===== config.mk =====
export PLATFORM = sky130hd
export DESIGN_NAME = flop_equiv_monitor
export DESIGN_NICKNAME = d
export VERILOG_FILES = /design/src/rtl/flop_equiv_monitor.sv
export SDC_FILE = /design/constraint.sdc
export NUM_CORES = 1
export LEC_CHECK = 0
export ABC_AREA = 1
export CORE_ASPECT_RATIO = 1.25
export CORE_MARGIN = 4
export CORE_UTILIZATION = 40
export DETAILED_ROUTE_END_ITERATION = 8
export GPL_ROUTABILITY_DRIVEN = 0
export PLACE_DENSITY = 0.78
export SYNTH_ARGS = -nofsm -noshare
export SYNTH_HDL_FRONTEND = slang
export SYNTH_SLANG_ARGS = --single-unit
export TNS_END_PERCENT = 20

===== constraint.sdc =====
create_clock -name clk -period 2 [get_ports clk]
set_clock_uncertainty 0.2 [all_clocks]
set_input_delay 0.4 -clock clk [delete_from_list [all_inputs] [get_ports clk]]
set_output_delay 0.4 -clock clk [all_outputs]
set_load 0.005 [all_outputs]

===== src/rtl/flop_equiv_monitor.sv =====
// Equivalence scoreboard comparing NCH spec/impl channel pairs carried as value/X-mask pairs.
// A run is warmup, then RUN_CYCLES scored samples, then done with results held until the next start.
module flop_equiv_monitor #(
    parameter int NCH        = 4,
    parameter int WIDTH      = 4,
    parameter int WARMUP     = 10,
    parameter int RUN_CYCLES = 100,
    parameter int CNT_W      = 16,
    localparam int CH_W      = (NCH > 1) ? $clog2(NCH) : 1
) (
    input  logic                   clk,
    input  logic                   rst_n,
    input  logic                   start,
    input  logic                   sample_en,
    input  logic [NCH-1:0]         exact_mode,
    input  logic [NCH*WIDTH-1:0]   spec_val,
    input  logic [NCH*WIDTH-1:0]   spec_x,
    input  logic [NCH*WIDTH-1:0]   impl_val,
    input  logic [NCH*WIDTH-1:0]   impl_x,
    output logic                   busy,
    output logic                   done,
    output logic [NCH-1:0]         chan_ok,
    output logic [NCH-1:0]         fail_sticky,
    output logic                   any_fail,
    output logic [CNT_W-1:0]       mismatch_cnt,
    output logic [CNT_W-1:0]       sample_cnt,
    output logic                   first_fail_valid,
    output logic [CH_W-1:0]        first_fail_chan,
    output logic [CNT_W-1:0]       first_fail_cycle,
    output logic [WIDTH-1:0]       first_fail_bits
);

    localparam int WW = (WARMUP > 1) ? $clog2(WARMUP) : 1;
    localparam int RW = (RUN_CYCLES > 1) ? $clog2(RUN_CYCLES) : 1;
    localparam logic [WW-1:0] W_LAST = WW'((WARMUP > 0) ? WARMUP - 1 : 0);
    localparam logic [RW-1:0] R_LAST = RW'(RUN_CYCLES - 1);

    typedef enum logic [1:0] {
        S_IDLE   = 2'd0,
        S_WARMUP = 2'd1,
        S_CHECK  = 2'd2,
        S_DONE   = 2'd3
    } state_t;

    state_t state_q, state_d;
    logic [WW-1:0] warm_cnt;
    logic [RW-1:0] run_cnt;

    logic [NCH*WIDTH-1:0] eq, exact_ok, approx_ok, mode_mask, bit_ok;
    logic [NCH-1:0]       ch_ok;
    logic [CH_W-1:0]      win_chan;
    logic [WIDTH-1:0]     win_bits;
    logic                 clear_stats, do_sample;

    assign eq        = ~(spec_val ^ impl_val);
    assign exact_ok  = ~(spec_x ^ impl_x) & (spec_x | eq);
    assign approx_ok = impl_x | (~spec_x & eq);

    always_comb begin
        mode_mask = '0;
        ch_ok     = '0;
        for (int c = 0; c < NCH; c++) begin
            mode_mask[c*WIDTH +: WIDTH] = {WIDTH{exact_mode[c]}};
        end
        bit_ok = (mode_mask & exact_ok) | (~mode_mask & approx_ok);
        for (int c = 0; c < NCH; c++) begin
            ch_ok[c] = &bit_ok[c*WIDTH +: WIDTH];
        end
    end

    // Descending scan so the lowest failing channel is the last writer.
    always_comb begin
        win_chan = '0;
        win_bits = '0;
        for (int c = NCH - 1; c >= 0; c--) begin
            if (!ch_ok[c]) begin
                win_chan = CH_W'(c);
                win_bits = ~bit_ok[c*WIDTH +: WIDTH];
            end
        end
    end

    assign clear_stats = start && (state_q == S_IDLE || state_q == S_DONE);
    assign do_sample   = sample_en && (state_q == S_CHECK);

    always_comb begin
        state_d = state_q;
        unique case (state_q)
            S_IDLE, S_DONE: if (start) state_d = (WARMUP == 0) ? S_CHECK : S_WARMUP;
            S_WARMUP:       if (warm_cnt == W_LAST) state_d = S_CHECK;
            S_CHECK:        if (sample_en && run_cnt == R_LAST) state_d = S_DONE;
            default:        state_d = S_IDLE;
        endcase
    end

    always_ff @(posedge clk or negedge rst_n) begin
        if (!rst_n) state_q <= S_IDLE;
        else        state_q <= state_d;
    end

    always_ff @(posedge clk or negedge rst_n) begin
        if (!rst_n) begin
            warm_cnt         <= '0;
            run_cnt          <= '0;
            chan_ok          <= '1;
            fail_sticky      <= '0;
            mismatch_cnt     <= '0;
            sample_cnt       <= '0;
            first_fail_valid <= 1'b0;
            first_fail_chan  <= '0;
            first_fail_cycle <= '0;
            first_fail_bits  <= '0;
        end else if (clear_stats) begin
            warm_cnt         <= '0;
            run_cnt          <= '0;
            chan_ok          <= '1;
            fail_sticky      <= '0;
            mismatch_cnt     <= '0;
            sample_cnt       <= '0;
            first_fail_valid <= 1'b0;
            first_fail_chan  <= '0;
            first_fail_cycle <= '0;
            first_fail_bits  <= '0;
        end else begin
            if (state_q == S_WARMUP) warm_cnt <= warm_cnt + 1'b1;
            if (do_sample) begin
                chan_ok     <= ch_ok;
                fail_sticky <= fail_sticky | ~ch_ok;
                run_cnt     <= run_cnt + 1'b1;
                if (!(&sample_cnt)) sample_cnt <= sample_cnt + 1'b1;
                if (!(&ch_ok)) begin
                    if (!(&mismatch_cnt)) mismatch_cnt <= mismatch_cnt + 1'b1;
                    // The record taken here reports the pre-increment sample count.
                    if (!first_fail_valid) begin
                        first_fail_valid <= 1'b1;
                        first_fail_chan  <= win_chan;
                        first_fail_cycle <= sample_cnt;
                        first_fail_bits  <= win_bits;
                    end
                end
            end
        end
    end

    assign busy     = (state_q == S_WARMUP) || (state_q == S_CHECK);
    assign done     = (state_q == S_DONE);
    assign any_fail = |fail_sticky;

endmodule


==> flow_summary_export.csv <==
group,metric,value,unit
run_status,status,"finished with violations",
run_status,violations,"setup timing",
synthesis,async_reset_ff_share,100,%
placed_design,place_area,6820,sq um
cells_and_area,layout-drive-gt1-share,28.2,%
critical_path,criticalPathCategory,"flop to flop",
critical_path,crit_path_max_incr_delay,0.39,ns
floorplanning,core,11700,sq um
synthesis,synth_top_area_share,37.6,%
detailed_routing,vias_per_cell,4.92,
placed_design,dpl.hpwl,10100,microns
placed_design,dp_worst_setup_slack,-0.506,ns
critical_path,rr_startpoint,"state_q[0]",
global_routing,grt_util_met1,21.5,%
cells_and_area,finalInstanceArea,7750,sq um
synthesis,syn_area,4790,sq um
global_routing,top_usage_layer,"met2",
timing,worst_pin_slew,0.427,ns
critical_path,timing.reg2reg.setup_slack,-0.03,ns
clock_network,cts_buffer_depth,2,
synthesis,synth.most_common_cell,"nand2_1",
critical_path,path_delay_family,"simple AND/OR/NAND/NOR gates",
clock_network,clk_latency,0.34,ns
power,p_total,7.34,mW
floorplanning,die_h,130,microns
clock_network,htreeDepth,3,
timing,clock.fmax,492,MHz
power,p_seq_share,27.9,%
power,pwr-share-clk,23.2,%
global_routing,grt_pass1_vias,4747,
synthesis,ys_types,39,
clock_network,tritoncts,"done",
power,power_density,946,nW/um^2
critical_path,crit_fanout,10,
timing,period_minus_slack,2.03,ns
detailed_routing,drt_iter0_markers,246,
synthesis,synth_warnings,0,
detailed_routing,antenna_left,0,
timing,rsz0062_at_grt,"yes",
global_routing,use_met3,4.28,%
synthesis,synth_ff_type,"dfrtp_1",
clock_network,cts_buffers,9,
critical_path,critPathArrivalTime,2.10,ns
detailed_routing,drt-pass1-iter-count,4,
detailed_routing,route.detailed.drc,0,
synthesis,yosys.area.top_type,"dfrtp_1",
critical_path,cp_slowest_cell,"dfrtp_1",
floorplanning,num_io_pins,138,
critical_path,cp.depth,13,
timing,setup_viol,18,
floorplanning,die-area,13800,sq um
global_routing,track_usage,19.4,%
critical_path,crit_end,"sample_cnt[6]",
detailed_routing,postRouteWirelength,14400,microns
clock_network,path_clk_slew,0.06,ns
global_routing,grt_pass1_wl,21500,microns
critical_path,critPathRequiredTime,2.06,ns
cells_and_area,area_delta_synth_final,61.7,%
timing,min_period_over_period,102,%
power,combPwrFrac,48.9,%
power,switching_share,38.0,%
floorplanning,die_x,106,microns
critical_path,cp_cell_sequence,"inv_2, ha_4, nand2_4, inv_2, nor2_1, inv_1, nor3_1, nand3_1, nand2_4, inv_4, nand2_1, o21ai_1, a21oi_1",
clock_network,cts.sinks,76,
placed_design,port_buffers,137,
synthesis,synth_cells,641,
clock_network,cts_root_buf,"clkbuf_16",
cells_and_area,nets,952,
synthesis,avgSynthCellArea,7.48,sq um
critical_path,critPathLaunch,"state_q[0]",
placed_design,dp_cells,994,
synthesis,synth-edff-count,0,
critical_path,rr_endpoint,"sample_cnt[6]",
cells_and_area,fin_cells,1037,
power,p_sw,2.79,mW
synthesis,synthTopCellsByCount,"172 x nand2_1, 84 x inv_1, 72 x dfrtp_1, 68 x nor2_1, 35 x nand3_1",
floorplanning,initial_core_util,41.1,%
detailed_routing,vias,5103,
power,cellLeakagePower,3.83,nW
timing,fin_ws,-0.0343,ns
timing,finalMaxSlewViolations,0,
critical_path,crit_buf_inv,4,
critical_path,reg2regPathDepth,13,
power,ir_drop,0.543,mV
synthesis,synth_nets,722,
timing,max_slew_margin,71.3,%
synthesis,yosysSeqAreaShare,39.8,%
global_routing,grt_start_max_net_pins,34,
detailed_routing,post_drt_wl_per_cell,13.8,microns
synthesis,synth-seq-cells,76,
synthesis,synthTopCellsByArea,"dfrtp_1 38%, nand2_1 13%, inv_1 6.6%",
global_routing,grt-ovfl-total,0,
global_routing,grt_util_met2,36.0,%
floorplanning,rows,44,
worst_hold_path,hp-class,"flop to flop",
cells_and_area,diodes,0,
global_routing,antenna_found_initial,0,
run,cap_viol_max_count,0,
power,p_int,4.55,mW
critical_path,crit_path_start_kind,"flop",
critical_path,cp-end-kind,"flop",
timing,finalHoldViolCount,0,
## layer usage
metal	wire [microns]	vias to the layer above
li1	-	2529
met1	5630	2381
met2	7590	173
met3	869	20
met4	263	0
met5	0	-
## cells by family after synthesis
group / after synthesis / share of synthesized area [%]
fa+ha+maj: 9 / 2.35
flops: 76 / 39.8
compound gates: 96 / 12.4
xor+xnor: 19 / 3.47
buf+inv: 100 / 9.08
simple gates: 341 / 32.9
## cell usage in the layout (no fill, tap or decap), types with 3 or more instances in the layout
master           Yosys  layout
dfrtp_1             72      64
inv_1               84      80
inv_2                6       7
ha_1                 9       7
nor2_2               1       8
nand4_1             14      14
nand2_8              2       5
dfstp_2              4       4
xor2_1              18      18
buf_6                2       7
nand3_1             35      30
dfrtp_2              0       8
clkdlybuf4s50_1      0      88
dlygate4sd2_1        0      25
o21ai_1              7      10
nor2_4               3       6
nand3_2              2       5
nor2_1              68      58
dlymetal6s2s_1       0      22
nand3b_1             3       3
nand2_4              4       9
o31ai_1              5       3
nand2_2             17      39
nand2_1            172     145
a21oi_1             17      16
o22ai_1              5       5
o21ai_0             34      17
nor3_1              12      11
buf_4                0      75
clkbuf_16            0      10
buf_12               2       5
o21ai_2             22      36
clkbuf_8             0       3
## layout make-up
type	count	area, sq um
inverters	90	350
fillers	939	3920
clock inverters	3	43.8
flip-flops and latches	76	1920
repair buffers	226	2170
multi-input cells	468	2800
clock buffers	13	270
well taps	161	201
## worst register-to-register path, cell delays in order, from the launching register on
cell     delay (ns)
dfrtp_1        0.39
inv_2          0.08
ha_4           0.21
nand2_4        0.09
inv_2          0.04
nor2_1         0.07
inv_1          0.07
nor3_1         0.12
nand3_1        0.16
nand2_4        0.18
inv_4          0.08
nand2_1        0.08
o21ai_1        0.06
a21oi_1        0.13
## flip-flops by register name, summed over array words and instances (netlist names)
signal            count
sample_cnt           16
warm_cnt              4
run_cnt               7
first_fail_bits       4
first_fail_chan       2
first_fail_cycle     16
mismatch_cnt         16
first_fail_valid      1
state_q               2
fail_sticky           4
chan_ok               4
## metrics by stage
step	setup TNS, ns	util (%)	hold slack [ns]
floorplan	0	-	-0.0956
global placement	-19.72	58.4	0.101
detailed placement	-22.37	58.4	0.0994
CTS	-0.304	62.7	0.283
global route	-4.04	66.4	0.292
finish	-0.206	66.4	0.284
## power groups by stage
stage,Sequential (mW),Clock (mW),Combinational [mW]
3_5_place_dp,2.04,0,2.95
3_3_place_gp,2.04,0,2.90
6_report,2.05,1.70,3.59
2_1_floorplan,2.08,0,1.59
5_1_grt,2.08,1.77,3.88
4_1_cts,2.03,1.72,3.27
## what timing repair did
item / 4_1_cts / 5_1_grt
pin swaps: 14 / 40
hold buffers: 1 / 0
cloned: 3 / 1
endpoints found under the setup margin: 58 / 61
buffers inserted: 8 / 14
endpoints found under the hold margin: 15 / 0
gates resized for setup: 62 / 107
## how the worst min path moves through the flow
stage,from,to,slack [ns],depth (start not counted)
3_3_place_gp,rst_n,mismatch_cnt[10],0.10,1
6_report,first_fail_cycle[14],first_fail_cycle[14],0.28,2
3_5_place_dp,rst_n,mismatch_cnt[10],0.1,1
5_1_grt,first_fail_cycle[3],first_fail_cycle[3],0.29,2
2_1_floorplan,rst_n,fail_sticky[0],-0.1,0
4_1_cts,first_fail_cycle[3],first_fail_cycle[3],0.28,2
Note: power is estimated with default switching activity, not from simulation.
